--- config.mk ---
export PLATFORM = sky130hd
export DESIGN_NAME = tsi_serial_adapter
export DESIGN_NICKNAME = d
export VERILOG_FILES = /design/src/rtl/tsi_serial_adapter.sv
export SDC_FILE = /design/constraint.sdc
export NUM_CORES = 1
export LEC_CHECK = 0
export ABC_AREA = 0
export BUFFER_PORTS_ARGS = -buffer_cell sky130_fd_sc_hd__buf_2
export CAP_MARGIN = 10
export CORE_ASPECT_RATIO = 0.8
export CORE_UTILIZATION = 40
export DETAILED_ROUTE_END_ITERATION = 7
export SYNTH_ARGS = -nofsm -noshare
export SYNTH_HDL_FRONTEND = slang
export SYNTH_SLANG_ARGS = --single-unit
--- constraint.sdc ---
create_clock -name clock -period 7.5 [get_ports clock]
set_input_delay 0.75 -clock clock [delete_from_list [all_inputs] [get_ports clock]]
set_output_delay 0.75 -clock clock [all_outputs]
set_load 0.05 [all_outputs]
--- src/rtl/tsi_serial_adapter.sv ---
// Purpose: 32-bit TSI word <-> SERIAL_W-bit serial beat width adapter, LSB beat first.
// Latency: TX beat 0 valid one cycle after word accept; RX word valid one cycle after last beat.
// Backpressure: valid/ready on all four streams, unbounded stalls lose nothing. Stats via TSI_ADAPTER_STATS_EN.
module tsi_serial_adapter #(
  parameter int SERIAL_W = 4
) (
  input  logic                clock,
  input  logic                reset_n,
  input  logic                host_in_valid,
  output logic                host_in_ready,
  input  logic [31:0]         host_in_bits,
  output logic                ser_out_valid,
  input  logic                ser_out_ready,
  output logic [SERIAL_W-1:0] ser_out_bits,
  input  logic                ser_in_valid,
  output logic                ser_in_ready,
  input  logic [SERIAL_W-1:0] ser_in_bits,
  output logic                host_out_valid,
  input  logic                host_out_ready,
  output logic [31:0]         host_out_bits
`ifdef TSI_ADAPTER_STATS_EN
  ,
  output logic [31:0]         tx_words,
  output logic [31:0]         rx_words
`endif
);

  localparam int BEATS = 32 / SERIAL_W;
  localparam int BW = (BEATS > 1) ? $clog2(BEATS) : 1;
  localparam logic [BW-1:0] LAST_BEAT = BW'(BEATS - 1);

  if (!(SERIAL_W == 1 || SERIAL_W == 2 || SERIAL_W == 4 ||
        SERIAL_W == 8 || SERIAL_W == 16 || SERIAL_W == 32)) begin : g_bad_serial_w
    $error("tsi_serial_adapter: SERIAL_W must be 1, 2, 4, 8, 16 or 32");
  end

  typedef enum logic {TX_IDLE, TX_SEND} tx_state_t;
  typedef enum logic {RX_COLLECT, RX_HOLD} rx_state_t;

  // ---------------- TX path ----------------
  tx_state_t     tx_state, tx_next;
  logic [31:0]   tx_shift;
  logic [BW-1:0] tx_beat;
  logic          host_in_ready_d, ser_out_valid_d;

  logic host_in_fire, ser_out_fire, tx_last;
  assign host_in_fire = host_in_valid && host_in_ready;
  assign ser_out_fire = ser_out_valid && ser_out_ready;
  assign tx_last      = ser_out_fire && (tx_beat == LAST_BEAT);
  // The outgoing beat is always the low slice of the shift register.
  assign ser_out_bits = tx_shift[SERIAL_W-1:0];

  // TX next state: accept a word when idle, return to idle after the last beat fires.
  always_comb begin
    tx_next = tx_state;
    case (tx_state)
      TX_IDLE: if (host_in_fire) tx_next = TX_SEND;
      TX_SEND: if (tx_last)      tx_next = TX_IDLE;
      default: tx_next = TX_IDLE;
    endcase
  end

  // TX output decode from the upcoming state so the handshake outputs are registered.
  always_comb begin
    host_in_ready_d = (tx_next == TX_IDLE);
    ser_out_valid_d = (tx_next == TX_SEND);
  end

  // TX state and handshake registers; ready stays low through reset and rises on the first edge after.
  always_ff @(posedge clock or negedge reset_n) begin
    if (!reset_n) begin
      tx_state      <= TX_IDLE;
      host_in_ready <= 1'b0;
      ser_out_valid <= 1'b0;
    end else begin
      tx_state      <= tx_next;
      host_in_ready <= host_in_ready_d;
      ser_out_valid <= ser_out_valid_d;
    end
  end

  // TX datapath: load the word on accept, shift one beat out per serial fire.
  always_ff @(posedge clock or negedge reset_n) begin
    if (!reset_n) begin
      tx_shift <= '0;
      tx_beat  <= '0;
    end else if (host_in_fire) begin
      tx_shift <= host_in_bits;
      tx_beat  <= '0;
    end else if (ser_out_fire) begin
      tx_shift <= tx_shift >> SERIAL_W;
      tx_beat  <= tx_last ? '0 : tx_beat + BW'(1);
    end
  end

  // ---------------- RX path ----------------
  rx_state_t     rx_state, rx_next;
  logic [31:0]   rx_word;
  logic [BW-1:0] rx_beat;
  logic          ser_in_ready_d, host_out_valid_d;

  logic ser_in_fire, host_out_fire, rx_last;
  assign ser_in_fire   = ser_in_valid && ser_in_ready;
  assign host_out_fire = host_out_valid && host_out_ready;
  assign rx_last       = ser_in_fire && (rx_beat == LAST_BEAT);
  assign host_out_bits = rx_word;

  // RX next state: collect BEATS beats, then hold the word until the host takes it.
  always_comb begin
    rx_next = rx_state;
    case (rx_state)
      RX_COLLECT: if (rx_last)       rx_next = RX_HOLD;
      RX_HOLD:    if (host_out_fire) rx_next = RX_COLLECT;
      default:    rx_next = RX_COLLECT;
    endcase
  end

  // RX output decode from the upcoming state.
  always_comb begin
    ser_in_ready_d   = (rx_next == RX_COLLECT);
    host_out_valid_d = (rx_next == RX_HOLD);
  end

  // RX state and handshake registers.
  always_ff @(posedge clock or negedge reset_n) begin
    if (!reset_n) begin
      rx_state       <= RX_COLLECT;
      ser_in_ready   <= 1'b0;
      host_out_valid <= 1'b0;
    end else begin
      rx_state       <= rx_next;
      ser_in_ready   <= ser_in_ready_d;
      host_out_valid <= host_out_valid_d;
    end
  end

  // RX datapath: drop each beat into its slice; the beat index wraps after the last one.
  always_ff @(posedge clock or negedge reset_n) begin
    if (!reset_n) begin
      rx_word <= '0;
      rx_beat <= '0;
    end else if (ser_in_fire) begin
      rx_word[int'(rx_beat) * SERIAL_W +: SERIAL_W] <= ser_in_bits;
      rx_beat <= rx_last ? '0 : rx_beat + BW'(1);
    end
  end

`ifdef TSI_ADAPTER_STATS_EN
  // Word counters: TX counts on the final beat, RX on delivery to the host; both wrap.
  always_ff @(posedge clock or negedge reset_n) begin
    if (!reset_n) begin
      tx_words <= '0;
      rx_words <= '0;
    end else begin
      if (tx_last)       tx_words <= tx_words + 32'd1;
      if (host_out_fire) rx_words <= rx_words + 32'd1;
    end
  end
`endif

endmodule
==> reports/qor.txt, run 1 <==
Pin count of the biggest net entering global routing - 75
Post-route ant nets - 0
Slew Viols, Final - 0
Die X - 105 µm
Per-cell routed wire length - 14.5 µm
Crit path DAT - 2.86 ns
Hold Buf Count CTS - 0
PortBufs - 81
Post_cts resized - 0
Root Driver - clkbuf_8
#FFs+latches synth - 74
Routed wire length - 6920 µm
Initial antenna violation count - 0
Max_slew headroom - 32.5%
Max clock buf depth - 2
Setup TNS - 0 ns
P_leak - 2.09 nW
DR iter-0 viols - 110
Post-synth cell types - 29
CTS Sinks - 74
Final min period - 2.63 ns
Peak VDD IR - 0.239 mV
Status - finished, final reports clean
Final Hold Fails - 0
Die area - 0.00884 mm²
GRT Overall Usage - 16.6%
Worst Hold Class - flop to flop
H-tree depth - 3
GR Util met1 - 25.5%
Remaining DRCs - 0
Via count - 2371
Sw power - 787 µW
Required time of the critical path - 7.73 ns
1st-pass router iterations - 4
Clock Latency Late Sink - 0.34 ns
P_int - 1.05 mW
Core footprint - 0.00806 mm²
ANT cells - 0
Net Sw Frac - 42.8%
Clock power frac - 20.8%
Setup CP Type - flop to flop
Final Setup Violations - 0
Met3 Use GR - 5.82%
Finished Cell Area - 0.00410 mm²
Overflow after GRT - 0
Vias in the first global route - 2171
Maxcap violations - 0
Critical path capture point type - flop
Worst clock skew - 0.00829 ns
Share of cells above drive strength 1 - 35.1%
I/O pins - 82
Cells after Synth - 290
YS warnings - 0
Worst slew pin tran - 1.01 ns
Pwr dens - 449 mW/mm²
GP Congestion - 0.823
Gr busiest metal - met1
Post-synthesis sequential area ratio - 54.7%
Initial Util - 42.0%
Post-DP HPWL - 4780 µm
Area Growth Syn to Fin - 21.1%
Avg Cell Area, Syn - 11.7 µm²
Comb pwr share - 43.7%
Seq pwr share - 35.5%
CTS tree - done
Post-DP Area - 0.00385 mm²
Cts bufs inserted - 9
Critical path peak fanout - 11
Post-CTS setup buffers - 0
Drt via density - 4.96
Die height - 84.3 µm
Max Freq - 0.380 GHz
Clock transition at path regs - 0.08 ns
M2 GR Usage - 21.8%
First-pass GRT wire length - 11400 µm
Tcrit/Tclk final - 35.1%
Final net count - 417
Startpoint types - flop
Mapped cell area - 0.00339 mm²
Row cnt - 29
RSZ-0062 raised after global routing - false
Mapped Nets - 341
==> power groups by stage <==
stage	combinational [mW]	clock, mW	sequential, mW
after floorplan	0.403	0	0.887
after global placement	0.793	0	0.656
after CTS	0.808	0.397	0.653
after detailed placement	0.806	0	0.660
after global routing	0.863	0.412	0.674
final	0.803	0.383	0.653
==> Yosys cell counts <==
master | instances | share of area [%]
a2111oi_4 | 1 | 0.81
a21oi_1 | 3 | 0.44
a22o_1 | 4 | 1.0
and2_1 | 3 | 0.55
buf_1 | 2 | 0.22
buf_2 | 1 | 0.15
buf_4 | 4 | 0.89
buf_6 | 1 | 0.33
clkbuf_1 | 8 | 0.89
dfrtp_1 | 74 | 55
ha_1 | 9 | 3.3
inv_1 | 7 | 0.78
mux2_2 | 25 | 8.3
mux2_4 | 4 | 1.8
mux2i_1 | 33 | 9.8
nand2_1 | 41 | 4.5
nand2b_1 | 6 | 1.1
nand3b_1 | 3 | 0.67
nand4_1 | 3 | 0.55
nor2_1 | 13 | 1.4
nor3_1 | 1 | 0.15
nor4b_1 | 4 | 1.0
o21a_1 | 1 | 0.22
o21ai_0 | 32 | 4.7
or2_2 | 1 | 0.18
or2b_1 | 1 | 0.22
or3_1 | 3 | 0.55
or3_4 | 1 | 0.33
or4b_1 | 1 | 0.30
==> final cells by class <==
| type | count | area, µm² |
|---|---|---|
| fill | 764 | 3960 |
| sequential | 74 | 1850 |
| multi-input combinational | 193 | 1430 |
| timing repair buffer | 81 | 408 |
| clock buffer | 11 | 151 |
| tap | 108 | 135 |
| clock inverter | 4 | 98.8 |
| inverter | 7 | 26.3 |
==> worst max-delay path, stage by stage (launching register included) <==
cell and delay (ns):
dfrtp_1 0.51, inv_1 0.12, ha_1 0.24, ha_1 0.39, nor4b_1 0.84, mux2_2 0.41
==> stage by stage <==
stage / hold WS [ns] / power (mW) / cells / setup WS (ns) / util (%)
after floorplan: 0.454 / 1.29 / 290 / 5.03 / -
after global placement: 0.484 / 1.45 / 463 / 4.96 / 47.8
after detailed placement: 0.489 / 1.47 / 463 / 4.90 / 47.8
after CTS: 0.507 / 1.86 / 478 / 4.88 / 50.9
after global routing: 0.512 / 1.95 / 478 / 4.64 / 50.9
final: 0.502 / 1.84 / 478 / 4.87 / 50.9
==> per-layer routing <==
| layer | vias up | part of all wire (%) |
|---|---|---|
| li1 | 1154 | - |
| met1 | 1152 | 53 |
| met2 | 59 | 41 |
| met3 | 6 | 4.6 |
| met4 | 0 | 0.98 |
| met5 | - | 0 |
==> state kept, by name (all words and copies together), names as in the netlist <==
signal and count:
tx_beat 3, ser_in_ready 1, host_in_ready 1, tx_state 1, rx_beat 3, host_out_bits 32, tx_shift 32, rx_state 1
==> final timing paths <==
| check | from | to | slack (ns) | cells after the start |
|---|---|---|---|---|
| max | rx_beat[0]$_DFFE_PN0P_ | host_out_bits[31]$_DFFE_PN0P_ | 4.87 | 5 |
| min reg2reg | host_out_bits[11]$_DFFE_PN0P_ | host_out_bits[11]$_DFFE_PN0P_ | 0.50 | 1 |
| min | host_out_bits[11]$_DFFE_PN0P_ | host_out_bits[11]$_DFFE_PN0P_ | 0.50 | 1 |
| min in group asynchronous | reset_n | tx_shift[30]$_DFFE_PN0P_ | 0.54 | 1 |
| max in group asynchronous | reset_n | host_out_bits[18]$_DFFE_PN0P_ | 6.33 | 1 |
| max reg2reg | rx_beat[0]$_DFFE_PN0P_ | host_out_bits[31]$_DFFE_PN0P_ | 4.87 | 5 |
==> placed cells by master, fill, tap and decap left out, drive strengths merged <==
cell type and instances:
bufinv 3, a2111oi 1, clkbuf 11, mux2i 33, a21oi 3, nor3 1
nand2b 6, nor2 13, buf 81, clkinv 1, nor4b 4, or4b 1
inv 7, or3 4, nand4 3, nand3b 3, o21ai 32, and2 3
nand2 41, or2 1, or2b 1, ha 9, a22o 4, o21a 1
mux2 29, dfrtp 74
==> logic make-up (layout without fill, tap and decap cells) <==
group / Yosys count / in the layout / share of synthesized area, %
AO/OA/AOI/OAI: 41 / 41 / 7.24
adder cells (fa/ha/maj): 9 / 9 / 3.33
buffers and inverters: 23 / 103 / 3.25
flip-flops: 74 / 74 / 54.7
multiplexers: 62 / 62 / 19.8
AND/OR/NAND/NOR: 81 / 81 / 11.6
No activity file was read; power rests on OpenSTA's default activity.
==> run 2, diff against run 1 <==
- ABC_AREA: 0 -> 1
- PLACE_DENSITY: unset -> 0.65
- clock period: 7.5 -> 2.2 ns (I/O delays scaled with it)
==> reports/qor.txt, run 2 <==
Status - finished, final reports clean (unchanged)
YS warnings - 0 (unchanged)
Post-DP HPWL - 5260 µm (was 4780 µm)
Finished Cell Area - 0.00405 mm² (was 0.00410 mm²)
Final net count - 532 (was 417)
#FFs+latches synth - 74 (unchanged)
Crit path DAT - 2.25 ns (was 2.86 ns)
DR iter-0 viols - 97 (was 110)
Die area - 0.00878 mm² (was 0.00884 mm²)
Root Driver - clkbuf_8 (unchanged)
Share of the synthesized area in the top cell type - 55.1% (was 54.7%)
GP Congestion - 0.893 (was 0.823)
Remaining DRCs - 0 (unchanged)
Setup TNS - 0 ns (unchanged)
Max clock buf depth - 2 (unchanged)
Critical path peak fanout - 8 (was 11)
CTS Sinks - 74 (unchanged)
Post-route ant nets - 0 (unchanged)
Critical path's top delay family - adder cells (was simple AND/OR/NAND/NOR gates)
Setup CP Type - flop to flop (unchanged)
Cts bufs inserted - 9 (unchanged)
ANT cells - 0 (unchanged)
RSZ-0062 raised after global routing - false (unchanged)
Per-cell routed wire length - 12.5 µm (was 14.5 µm)
Post-Place Cells - 577 (was 463)
Required time of the critical path - 2.44 ns (was 7.73 ns)
Critical path depth - 9 (was 5)
Reg-to-Reg End - host_out_bits[28]$_DFFE_PN0P_ (was host_out_bits[31]$_DFFE_PN0P_)
Vias in the first global route - 2684 (was 2171)
Synth Flop Type - dfrtp_1 (unchanged)
Worst clock skew - 0.00876 ns (was 0.00829 ns)
Async SR Flop Fraction - 100% (unchanged)
Avg Cell Area, Syn - 8.43 µm² (was 11.7 µm²)
Post-CTS setup buffers - 0 (unchanged)
Startpoint types - flop (unchanged)
1st-pass router iterations - 4 (unchanged)
Routed wire length - 7400 µm (was 6920 µm)
Max_slew headroom - 58.2% (was 32.5%)
Worst setup path end - host_out_bits[28]$_DFFE_PN0P_ (was host_out_bits[31]$_DFFE_PN0P_)
I/O pins - 82 (unchanged)
Worst Hold Class - primary input to flop (was flop to flop)
Peak VDD IR - 0.837 mV (was 0.239 mV)
Most common cell in the netlist - nand2_1 (was dfrtp_1)
H-tree depth - 3 (unchanged)
Maxcap violations - 0 (unchanged)
GRT Overall Usage - 18.4% (was 16.6%)
Post-DP Area - 0.00386 mm² (was 0.00385 mm²)
Overflow after GRT - 0 (unchanged)
Core footprint - 0.00806 mm² (unchanged)
Initial Util - 41.8% (was 42.0%)
Reg2Reg Setup Slack - 0.19 ns (was 4.87 ns)
Via count - 2788 (was 2371)
R2R cell count - 9 (was 5)
Die height - 84.0 µm (was 84.3 µm)
Post-synth cell types - 24 (was 29)
Clock transition at path regs - 0.08 ns (about the same)
Area Growth Syn to Fin - 20.5% (was 21.1%)
Final min period - 2.01 ns (was 2.63 ns)
Drt via density - 4.69 (was 4.96)
Dominant cells by area after synthesis - dfrtp_1, nand2_1, nand3_1 (was dfrtp_1, mux2i_1, mux2_2)
Synth cell count leaders - nand2_1, dfrtp_1, nand3_1 (was dfrtp_1, nand2_1, mux2i_1)
Tcrit/Tclk final - 91.3% (was 35.1%)
Initial antenna violation count - 0 (unchanged)
First-pass GRT wire length - 12700 µm (was 11400 µm)
Most frequent cells in the layout - nand2_1, buf_2, dfrtp_1, nand3_1, nor2_1 (was buf_2, dfrtp_1, nand2_1, mux2i_1, o21ai_0)
Critical path capture point type - flop (unchanged)
Finished Layout Cells - 594 (was 478)
Cells after Synth - 399 (was 290)
Die X - 105 µm (about the same)
Post-synthesis sequential area ratio - 55.1% (was 54.7%)
Worst slew pin tran - 0.627 ns (was 1.01 ns)
Area leader, netlist - dfrtp_1 (unchanged)
Setup crit start - rx_beat[0]$_DFFE_PN0P_ (unchanged)
CTS tree - done (unchanged)
Clock Latency Late Sink - 0.35 ns (was 0.34 ns)
PortBufs - 81 (unchanged)
Post-synth EDFFs - 0 (unchanged)
Row cnt - 29 (unchanged)
Slowest library cell on the worst path - dfrtp_1 (was nor4b_1)
Final Hold Fails - 0 (unchanged)
Share of cells above drive strength 1 - 23.9% (was 35.1%)
Max Freq - 0.498 GHz (was 0.380 GHz)
Mapped cell area - 0.00336 mm² (was 0.00339 mm²)
Crit-path cells - inv_2, ha_1, ha_1, inv_2, nand2_1, nor2_2, nand2_1, nor2_1, nor2_1 (was inv_1, ha_1, ha_1, nor4b_1, mux2_2)
Final Setup Violations - 0 (unchanged)
Most common cell after layout, fill and taps aside - nand2_1 (was buf_2)
WP buf/inv - 2 (was 1)
Worst path max stage delay - 0.50 ns (was 0.84 ns)
Mapped Nets - 450 (was 341)
P_leak - 2.19 nW (was 2.09 nW)
Pwr dens - 1510 mW/mm² (was 449 mW/mm²)
Pin count of the biggest net entering global routing - 48 (was 75)
FF-to-FF Start - rx_beat[0]$_DFFE_PN0P_ (unchanged)
Slew Viols, Final - 0 (unchanged)
run 2: cell type report:
| cell class | count | area [µm²] |
|---|---|---|
| inverter | 26 | 98.8 |
| clock inverter | 6 | 42.5 |
| sequential | 74 | 1850 |
| fill | 805 | 4000 |
| clock buffer | 10 | 138 |
| multi-input combinational | 283 | 1320 |
| timing repair buffer | 87 | 468 |
| tap | 108 | 135 |
run 2: cells by family after synthesis:
logic type                 after synthesis  share of synthesized area, %
and+or+nand+nor                        246                          30.7
AOI/OAI and AO/OA                       28                          5.13
DFF                                     74                          55.1
buffers and inverters                   42                          5.77
adders and majority gates                9                          3.35
run 2: how the worst min path moves through the flow:
stage / start / depth (start not counted) / slack (ns) / to
2_1_floorplan: reset_n / 0 / -0.08 / host_in_ready$_DFF_PN0_
3_3_place_gp: reset_n / 1 / 0.28 / host_out_bits[13]$_DFFE_PN0P_
3_5_place_dp: reset_n / 1 / 0.29 / host_out_bits[14]$_DFFE_PN0P_
4_1_cts: host_in_bits[30] / 3 / 0.05 / tx_shift[30]$_DFFE_PN0P_
5_1_grt: host_in_bits[17] / 3 / 0.06 / tx_shift[17]$_DFFE_PN0P_
6_report: host_in_bits[28] / 3 / 0.07 / tx_shift[28]$_DFFE_PN0P_
run 2: per-stage QoR:
stage	util (%)	power (mW)	setup slack, ns	hold slack, ns
6_report	50.3	6.13	0.191	0.0669
5_1_grt	50.3	6.59	0.0328	0.0601
4_1_cts	50.3	6.19	0.194	0.0461
3_5_place_dp	47.9	5.19	0.215	0.287
3_3_place_gp	47.9	5.15	0.279	0.276
2_1_floorplan	-	4.51	0.283	-0.0756
run 2: report_power, final:
group / switching, mW / leakage [nW] / total, mW / internal, mW
Sequential: 0.282 / 0.976 / 2.15 / 1.86
Clock: 0.528 / 0.0765 / 0.965 / 0.437
Combinational: 2.26 / 1.14 / 3.02 / 0.756
Total: 3.07 / 2.19 / 6.13 / 3.06
run 2: worst register-to-register path, cell delays in order, from the launching register on:
cell     delay [ns]
dfrtp_1        0.50
inv_2          0.07
ha_1           0.22
ha_1           0.39
inv_2          0.15
nand2_1        0.08
nor2_2         0.19
nand2_1        0.14
nor2_1         0.12
nor2_1         0.06
run 2: layer usage:
| metal | vias up | wire length (µm) | global-route usage, % | part of all wire, % |
|---|---|---|---|---|
| met3 | 8 | 326 | 4.76 | 4.4 |
| met1 | 1281 | 3890 | 26.8 | 52 |
| li1 | 1438 | - | - | - |
| met2 | 61 | 3100 | 26.6 | 42 |
| met4 | 0 | 93 | 5.84 | 1.3 |
| met5 | - | 0 | 0 | 0 |
run 2: timing repair:
| action | 4_1_cts | 5_1_grt |
|---|---|---|
| endpoints found under the hold margin | 46 | 0 |
| endpoints found under the setup margin | 0 | 0 |
| hold buffers | 1 | 0 |
| gates resized for setup | 0 | 0 |
==> run 3, diff against run 2 <==
- RECOVER_POWER: unset -> 25
==> reports/qor.txt, run 3 (same netlist as run 2, synthesis figures left out) <==
Root Driver - clkbuf_8 (unchanged)
Die height - 84.0 µm (unchanged)
P_leak - 2.19 nW (about the same)
Reg2Reg Setup Slack - 0.19 ns (about the same)
Sequential cell area - 0.00185 mm² (unchanged)
Initial Util - 41.8% (unchanged)
Most common cell after layout, fill and taps aside - nand2_1 (unchanged)
Most frequent cells in the layout - nand2_1, buf_2, dfrtp_1, nand3_1, nor2_1 (unchanged)
Per-cell routed wire length - 12.5 µm (about the same)
Post-CTS setup buffers - 0 (unchanged)
R2R cell count - 9 (unchanged)
Worst slew pin tran - 1.22 ns (was 0.627 ns)
PortBufs - 81 (unchanged)
Top Layer Used - met4 (unchanged)
Area Growth Syn to Fin - 20.4% (was 20.5%)
Worst Hold Class - primary input to flop (unchanged)
Routed wire length - 7410 µm (was 7400 µm)
Final Hold Fails - 0 (unchanged)
Core footprint - 0.00806 mm² (unchanged)
Final net count - 532 (unchanged)
DRT met1 WL - 3920 µm (was 3890 µm)
Setup CP Type - flop to flop (unchanged)
H-tree depth - 3 (unchanged)
Vias in the first global route - 2684 (unchanged)
Peak VDD IR - 0.837 mV (about the same)
GRT Overall Usage - 18.4% (unchanged)
Max_slew headroom - 18.8% (was 58.2%)
FF-to-FF Start - rx_beat[0]$_DFFE_PN0P_ (unchanged)
Max clock buf depth - 2 (unchanged)
GP Congestion - 0.893 (unchanged)
Clock Latency Late Sink - 0.35 ns (about the same)
Remaining DRCs - 0 (unchanged)
Via count - 2799 (was 2788)
Critical path capture point type - flop (unchanged)
Clock transition at path regs - 0.08 ns (about the same)
Area occupied by multi-input gates - 0.00132 mm² (unchanged)
Cts bufs inserted - 9 (unchanged)
Pin count of the biggest net entering global routing - 48 (unchanged)
ANT cells - 0 (unchanged)
Hold Path Depth - 3 (unchanged)
Drt via density - 4.71 (was 4.69)
Overflow after GRT - 0 (unchanged)
Final Setup Violations - 0 (unchanged)
1st-pass router iterations - 4 (unchanged)
CTS tree - done (unchanged)
Required time of the critical path - 2.44 ns (about the same)
DR iter-0 viols - 97 (unchanged)
Post-layout util - 50.3% (about the same)
Die area - 0.00878 mm² (unchanged)
Met2 Routed Length - 3110 µm (was 3100 µm)
Reg-to-Reg End - host_out_bits[28]$_DFFE_PN0P_ (unchanged)
Slew Viols, Final - 0 (unchanged)
Max Freq - 0.497 GHz (was 0.498 GHz)
I/O pins - 82 (unchanged)
CTS Sinks - 74 (unchanged)
Pre-CTS WS - 0.215 ns (unchanged)
DR WL met3 - 296 µm (was 326 µm)
Post-route ant nets - 0 (unchanged)
Status - finished, final reports clean (unchanged)
Row cnt - 29 (unchanged)
First-pass GRT wire length - 12700 µm (unchanged)
Maxcap violations - 0 (unchanged)
Hold Path End - tx_shift[28]$_DFFE_PN0P_ (unchanged)
Final min period - 2.01 ns (about the same)
FILL cells - 805 (unchanged)
Crit path DAT - 2.25 ns (about the same)
Worst Min Path Start - host_in_bits[28] (unchanged)
Die X - 105 µm (unchanged)
Initial antenna violation count - 0 (unchanged)
Startpoint types - flop (unchanged)
Critical path peak fanout - 8 (unchanged)
Worst clock skew - 0.00864 ns (was 0.00876 ns)
Pwr dens - 1510 mW/mm² (about the same)
Post-DP HPWL - 5260 µm (unchanged)
Worst setup margin - 0.189 ns (was 0.191 ns)
Setup TNS - 0 ns (unchanged)
RSZ-0062 raised after global routing - false (unchanged)
Share of cells above drive strength 1 - 23.9% (unchanged)
Tcrit/Tclk final - 91.4% (was 91.3%)
==> run 3: worst max-delay path, cell delays in order (launching register included) <==
cell	delay, ns
dfrtp_1	0.50
inv_2	0.07
ha_1	0.22
ha_1	0.39
inv_2	0.15
nand2_1	0.08
nor2_2	0.19
nand2_1	0.14
nor2_1	0.12
nor2_1	0.06
==> run 3: through the flow <==
step	instances	power [mW]	instance area, µm²	hold WS [ns]
after global routing	594	6.59	4050	0.0601
after CTS	594	6.19	4050	0.0461
after global placement	577	5.15	3860	0.276
final	594	6.13	4050	0.0669
after floorplan	399	4.51	3360	-0.0756
after detailed placement	577	5.19	3860	0.287
==> run 3: power breakdown <==
group	switching, mW	internal (mW)
registers	0.282	1.86
logic	2.27	0.756
clock network	0.528	0.437
==> run 3: layer usage <==
metal  up-vias  GRT usage (%)
met1      1291           26.8
met3         8           4.76
met2        61           26.6
met5         -              0
met4         0           5.84
li1       1439              -
==> run 3: area by class of cell <==
cell class / count / share of cell area (%)
tap: 108 / 3.34
timing repair buffer: 87 / 11.5
clock buffer: 10 / 3.40
inverter: 26 / 2.44
sequential: 74 / 45.7
multi-input combinational: 283 / 32.5
clock inverter: 6 / 1.05
==> run 3: worst max path at each step <==
stage / startpoint / end / slack, ns / cells past startpoint
floorplan: rx_beat[0]$_DFFE_PN0P_ / host_out_bits[0]$_DFFE_PN0P_ / 0.28 / 10
global placement: rx_beat[0]$_DFFE_PN0P_ / host_out_bits[28]$_DFFE_PN0P_ / 0.28 / 9
detailed placement: rx_beat[0]$_DFFE_PN0P_ / host_out_bits[31]$_DFFE_PN0P_ / 0.21 / 9
CTS: rx_beat[0]$_DFFE_PN0P_ / host_out_bits[29]$_DFFE_PN0P_ / 0.19 / 9
global route: rx_beat[0]$_DFFE_PN0P_ / host_out_bits[29]$_DFFE_PN0P_ / 0.03 / 9
finish: rx_beat[0]$_DFFE_PN0P_ / host_out_bits[28]$_DFFE_PN0P_ / 0.19 / 9
==> run 3: repair_timing <==
item	4_1_cts	5_1_grt
resized for setup	0	0
hold buffers	1	0
endpoints found under the hold margin	46	0
